===== config.mk =====
export PLATFORM = sky130hd
export DESIGN_NAME = mem_port_arbiter
export DESIGN_NICKNAME = d
export VERILOG_FILES = /design/src/rtl/riscv_pkg.sv /design/src/rtl/arb_wait_timer.sv /design/src/rtl/mem_port_arbiter.sv
export SDC_FILE = /design/constraint.sdc
export NUM_CORES = 1
export LEC_CHECK = 0
export CORE_MARGIN = 5
export CORE_UTILIZATION = 34
export CTS_CLUSTER_SIZE = 10
export DETAILED_ROUTE_END_ITERATION = 8
export PLACE_DENSITY = 0.67
export SLEW_MARGIN = 20
export SYNTH_ARGS = -nofsm -noshare
export SYNTH_HDL_FRONTEND = slang
export SYNTH_SLANG_ARGS = --single-unit

===== constraint.sdc =====
create_clock -name clk -period 4.97 [get_ports clk]
set_input_delay 0.994 -clock clk [delete_from_list [all_inputs] [get_ports clk]]
set_output_delay 0.994 -clock clk [all_outputs]
set_load 0.005 [all_outputs]

===== src/rtl/riscv_pkg.sv =====
`timescale 1ns/1ps
`default_nettype none
// ============================================================================
//  Module   : riscv_pkg
//  Purpose  : Shared types and constants for the pipeline memory path:
//             arbiter state encoding, the NOP instruction and major opcodes.
//  Revision : 1.0  initial release
// ============================================================================
package riscv_pkg;

    typedef enum logic [1:0] {
        IDLE   = 2'd0,
        BUSY_I = 2'd1,
        BUSY_D = 2'd2
    } arb_state_t;

    // addi x0, x0, 0
    localparam logic [31:0] NOP_INST = 32'h0000_0013;

    localparam logic [6:0] OP_R      = 7'd51;
    localparam logic [6:0] OP_LOAD   = 7'd3;
    localparam logic [6:0] OP_IMM    = 7'd19;
    localparam logic [6:0] OP_STORE  = 7'd35;
    localparam logic [6:0] OP_BRANCH = 7'd99;

endpackage
`default_nettype wire


===== src/rtl/arb_wait_timer.sv =====
`timescale 1ns/1ps
`default_nettype none
// ============================================================================
//  Module   : arb_wait_timer
//  Purpose  : Counts cycles spent waiting for a memory acknowledge and flags
//             a timeout once the count reaches MAX_WAIT-1.
//  Revision : 1.0  initial release
// ============================================================================
module arb_wait_timer #(
    parameter int MAX_WAIT = 16,
    parameter int WAIT_W   = 5
) (
    input  logic clk,
    input  logic rst_n,
    input  logic clr,
    input  logic en,
    output logic timeout
);

    localparam logic [WAIT_W-1:0] c_LAST = WAIT_W'(MAX_WAIT - 1);

    logic [WAIT_W-1:0] r_cnt;

    // Wait counter: cleared on a new grant, holds at the timeout value so it
    // can never wrap while an access is stuck.
    always_ff @(posedge clk or negedge rst_n) begin
        if (!rst_n) begin
            r_cnt <= '0;
        end else if (clr) begin
            r_cnt <= '0;
        end else if (en && (r_cnt != c_LAST)) begin
            r_cnt <= r_cnt + 1'b1;
        end
    end

    assign timeout = (r_cnt == c_LAST);

endmodule
`default_nettype wire


===== src/rtl/mem_port_arbiter.sv =====
`timescale 1ns/1ps
`default_nettype none
// ============================================================================
//  Module   : mem_port_arbiter
//  Purpose  : Shares one single-ported memory between instruction fetch and
//             the MEM-stage load/store path. Data normally wins, but a
//             starvation counter forces a pending fetch through, and a
//             watchdog completes any access the memory never acknowledges.
//  Revision : 1.0  initial release
// ============================================================================
module mem_port_arbiter
    import riscv_pkg::*;
#(
    parameter int STARVE_LIMIT = 4,
    parameter int MAX_WAIT     = 16,
    parameter int WAIT_W       = 5
) (
    input  logic        clk,
    input  logic        rst_n,
    input  logic        if_req,
    input  logic [31:0] if_addr,
    output logic [31:0] if_rdata,
    output logic        if_ready,
    input  logic        d_read,
    input  logic        d_write,
    input  logic [31:0] d_addr,
    input  logic [31:0] d_wdata,
    output logic [31:0] d_rdata,
    output logic        d_ready,
    output logic        mem_req,
    output logic        mem_we,
    output logic [31:0] mem_addr,
    output logic [31:0] mem_wdata,
    input  logic [31:0] mem_rdata,
    input  logic        mem_ack,
    output logic        stall_if,
    output logic        stall_mem,
    output logic        bus_err
);

    localparam int               c_SW         = $clog2(STARVE_LIMIT + 1);
    localparam logic [c_SW-1:0]  c_STARVE_MAX = c_SW'(STARVE_LIMIT);

    arb_state_t       r_state;
    arb_state_t       w_state_next;
    logic [c_SW-1:0]  r_starve_cnt;
    logic             w_data_pend;
    logic             w_grant_d;
    logic             w_grant_i;
    logic             w_done_ack;
    logic             w_done_to;
    logic             w_busy;
    logic             w_timeout;

    assign w_data_pend = d_read | d_write;
    assign w_busy      = (r_state != IDLE);

    assign stall_if  = if_req & ~if_ready;
    assign stall_mem = w_data_pend & ~d_ready;

    // State register.
    always_ff @(posedge clk or negedge rst_n) begin
        if (!rst_n) begin
            r_state <= IDLE;
        end else begin
            r_state <= w_state_next;
        end
    end

    // Grant and completion decisions. A grant is withheld while a ready pulse
    // is visible so a requester still holding its request is not re-served.
    always_comb begin
        w_state_next = r_state;
        w_grant_d    = 1'b0;
        w_grant_i    = 1'b0;
        w_done_ack   = 1'b0;
        w_done_to    = 1'b0;
        case (r_state)
            IDLE: begin
                if (!(if_ready || d_ready)) begin
                    if (w_data_pend && (!if_req || (r_starve_cnt < c_STARVE_MAX))) begin
                        w_grant_d    = 1'b1;
                        w_state_next = BUSY_D;
                    end else if (if_req) begin
                        w_grant_i    = 1'b1;
                        w_state_next = BUSY_I;
                    end
                end
            end
            BUSY_I, BUSY_D: begin
                if (mem_ack) begin
                    w_done_ack   = 1'b1;
                    w_state_next = IDLE;
                end else if (w_timeout) begin
                    w_done_to    = 1'b1;
                    w_state_next = IDLE;
                end
            end
            default: w_state_next = IDLE;
        endcase
    end

    // Starvation counter: data grants made while a fetch waits.
    always_ff @(posedge clk or negedge rst_n) begin
        if (!rst_n) begin
            r_starve_cnt <= '0;
        end else if (!if_req || w_grant_i) begin
            r_starve_cnt <= '0;
        end else if (w_grant_d && (r_starve_cnt != c_STARVE_MAX)) begin
            r_starve_cnt <= r_starve_cnt + 1'b1;
        end
    end

    arb_wait_timer #(
        .MAX_WAIT (MAX_WAIT),
        .WAIT_W   (WAIT_W)
    ) u_wait_timer (
        .clk     (clk),
        .rst_n   (rst_n),
        .clr     (w_grant_d | w_grant_i),
        .en      (w_busy & ~mem_ack),
        .timeout (w_timeout)
    );

    // Memory-side request registers, ready pulses and returned data.
    // mem_we is left untouched after completion so the load/store type of the
    // finished access is still known when its result is written back.
    always_ff @(posedge clk or negedge rst_n) begin
        if (!rst_n) begin
            mem_req   <= 1'b0;
            mem_we    <= 1'b0;
            mem_addr  <= '0;
            mem_wdata <= '0;
            if_ready  <= 1'b0;
            d_ready   <= 1'b0;
            if_rdata  <= '0;
            d_rdata   <= '0;
            bus_err   <= 1'b0;
        end else begin
            if_ready <= 1'b0;
            d_ready  <= 1'b0;
            if (w_grant_d) begin
                mem_req   <= 1'b1;
                mem_addr  <= d_addr;
                mem_we    <= d_write;
                mem_wdata <= d_wdata;
                // Simultaneous read and write is served as a store and flagged.
                if (d_read && d_write) begin
                    bus_err <= 1'b1;
                end
            end
            if (w_grant_i) begin
                mem_req  <= 1'b1;
                mem_addr <= if_addr;
                mem_we   <= 1'b0;
            end
            if (w_done_ack || w_done_to) begin
                mem_req <= 1'b0;
                if (r_state == BUSY_I) begin
                    if_ready <= 1'b1;
                    if_rdata <= w_done_ack ? mem_rdata : NOP_INST;
                end else begin
                    d_ready <= 1'b1;
                    if (!mem_we) begin
                        d_rdata <= w_done_ack ? mem_rdata : 32'h0;
                    end
                end
            end
            if (w_done_to) begin
                bus_err <= 1'b1;
            end
        end
    end

endmodule
`default_nettype wire


==> results.yml <==
outcome:
  outcome: "finished, final reports clean"
clock_tree:
  post_cts_buffers: 0
  cts_root_buf: "clkbuf_16"
  cts_tree: "done"
  clk_pin_slew_worst_paths_ps: 60
  h-tree-depth: 4
  clkSinkCount: 143
  hold_buffers: 0
  clk_path_buf_depth: 2
  cts_buffers: 17
  clkLatencyLatePin_ps: 410
  ctsResizeCount: 0
finish:
  fin_util_pct: 53.50
  synthToLayoutAreaGrowth_pct: 56.47
  drive_gt1_share_pct: 15.09
  n_antenna_cell: 0
  nNetsFinal: 837
  fin_cells: 938
sta:
  slew_headroom_pct: 34.32
  fin_crit_sh_pct: 69.99
  hold_viol: 0
  worst_slew_pin_slew_ps: 982.9
  setup_violations: 0
  fmax_mhz: 287.5
  maxSlewViolCount: 0
  fin_skew_ps: 6.273
  period_needed_ps: 3478
  tns_ps: 0
  rsz0062_at_grt: "false"
placed_design:
  hpwl_um: 13400
  placed_cells: 907
  place.gp.congestion: 0.8010
  port_buffers: 268
detailed_routing:
  drc: 0
  wl_per_cell_um: 19.96
  drt-vias-per-instance: 5.171
  route.antenna.remaining_nets: 0
  drt_pass1_iterations: 4
  drt-initial-drc-count: 201
  num_vias: 4850
  drt_wl_total_um: 18720
global_route:
  grt_pass1_wl_um: 28700
  antenna_found_initial: 0
  grt_overflow: 0
  met3_usage_pct: 6.622
  track_usage_pct: 17.90
  busiest_layer: "met2"
  grt_pass1_vias: 5194
  grt_start_max_net_pins: 108
  use_met2_pct: 29.73
  met1_usage_pct: 20.53
yosys:
  synth_warnings: 0
  yosysTopAreaCellShare_pct: 58.86
  ys_seq_elements: 143
  synth.cell_area_sq_um: 6080
  yosysUniqueCellTypes: 40
  yosys_most_used_dff: "dfrtp_1"
  ys_async_sr_fraction_pct: 100.0
  synth_seq_area_share_pct: 58.86
  synth_most_common_cell: "dfrtp_1"
  synth_common_cells: "dfrtp_1 (143), mux2_2 (60), and3_1 (34)"
  netlist.top_cell.by_area: "dfrtp_1"
  synth_edf_count: 0
  netlist_top_cells_area: "dfrtp_1 (59%), mux2_2 (11%), o221a_1 (5.6%)"
  avgSynthCellArea_sq_um: 13.72
  synth_fp_nets: 583
  syn_inst: 443
setup_path:
  startpoint_type: "input port"
  cp_slowest_stage_delay_ps: 510
  arrival_ps: 2480
  critical-path-top-delay-family: "buffers and inverters"
  cp_max_fo: 38
  slowest_stage: "clkdlybuf4s50_1"
  r2r_start: "r_state[0]"
  critPathKind: "in2out"
  cp.required_ps: 3980
  endpoint_kind: "primary output"
  path_common_cell: "clkdlybuf4s50_1"
  crit_chain: "clkdlybuf4s50_1, buf_4, nor2b_1, clkdlybuf4s50_1"
  crit_start: "if_req"
  path_buf_inv: 3
hold_path:
  min_from: "mem_wdata[27]"
  min_path_type: "reg2reg"
die:
  core_area_sq_um: 17780
  die-area_sq_um: 20660
  die_w_um: 143.7
  rows: 49
  io_pins: 269
  die_h_um: 143.7
  start_util_pct: 34.19
power_and_ir_drop:
  pwr_density_cell_nw_per_um2: 598.3
  vdd_ir_drop_max_mv: 0.2792
  power.leakage_nw: 3.986
run:
  drv_cap: 0
[worst paths after layout]
path | end | slack (ps) | cells after the start
worst max-delay path | stall_if | 1490 | 4
worst min-delay path | mem_wdata[27] | 490 | 1
worst max register to register | d_rdata[16] | 2060 | 6
worst min register to register | mem_wdata[27] | 490 | 1
max in group asynchronous | mem_addr[7] | 3220 | 2
min in group asynchronous | if_rdata[12] | 690 | 1
[worst register-to-register path, cell delays in order (launching register included)]
cell and delay [ps]:
dfrtp_1 380, inv_1 60, ha_1 920, o21ai_0 410
nor3_2 190, buf_4 410, mux2_2 420
[metal layers]
metal  routed length (um)  vias up
met5                    0        -
met4                  608        0
met3                 1473       33
met2                 9383      174
met1                 7253     2445
li1                     -     2198
[layout by cell type, fill, tap and decap left out, drive strengths merged, types with 2 or more instances in the layout]
master / netlist / routed
o21a: 2 / 2
ha: 6 / 6
inv: 8 / 8
o21ai: 2 / 2
buf: 15 / 6
or2: 2 / 2
a22o: 30 / 30
dfrtp: 143 / 143
or3: 2 / 2
o22a: 3 / 3
clkinvlp: 0 / 2
xnor2: 2 / 2
nand2: 6 / 6
nor3: 3 / 3
a21boi: 3 / 3
mux2: 64 / 64
o2bb2ai: 2 / 2
clkbuf: 24 / 22
a21oi: 2 / 2
nor2: 10 / 10
clkinv: 0 / 5
nand4b: 32 / 32
bufinv: 0 / 3
o221a: 32 / 32
and3: 34 / 34
clkdlybuf4s50: 0 / 267
nand3: 5 / 5
[power by group]
part,internal (mW),total [mW],switching [mW]
logic,1.48,2.49,1.00
registers,1.64,1.91,0.273
clock network,0.812,1.29,0.481
total,3.93,5.69,1.76
[metrics by stage]
| step | setup WS [ps] | hold slack [ps] | cell area (sq um) | power, mW |
|---|---|---|---|---|
| finish | 1492 | 489.7 | 9513 | 5.691 |
| global route | 1432 | 517.9 | 9513 | 6.039 |
| CTS | 1480 | 494.6 | 9502 | 5.768 |
| detailed placement | 1480 | 478.2 | 8904 | 4.446 |
| global placement | 1477 | 467.1 | 8904 | 4.368 |
| floorplan | 2286 | 466.0 | 6080 | 3.159 |
[cell type report]
| cell class | instances | area, sq um |
|---|---|---|
| Inverter | 8 | 30.03 |
| Sequential cell | 143 | 3578 |
| Tap cell | 229 | 286.5 |
| Clock buffer | 21 | 460.4 |
| Clock inverter | 10 | 137.6 |
| Timing Repair Buffer | 274 | 2731 |
| Multi-Input combinational cell | 253 | 2288 |
| Fill cell | 1500 | 8267 |
[cell families after synthesis]
| kind of cell | count (synthesis) | share of synthesized area (%) |
|---|---|---|
| mux | 64 | 11.85 |
| simple gates | 98 | 10.89 |
| compound gates | 83 | 12.95 |
| xor+xnor | 2 | 0.2882 |
| fa+ha+maj | 6 | 1.235 |
| buf+inv | 47 | 3.931 |
| flops | 143 | 58.86 |
[registers in the layout, indices dropped and copies added (netlist names)]
signal              flops
d_rdata                32
mem_wdata              32
mem_we                  1
u_wait_timer.r_cnt      5
d_ready                 1
if_ready                1
mem_addr               32
mem_req                 1
bus_err                 1
r_starve_cnt            3
if_rdata               32
r_state                 2
Power figures use the tool's default switching activity.
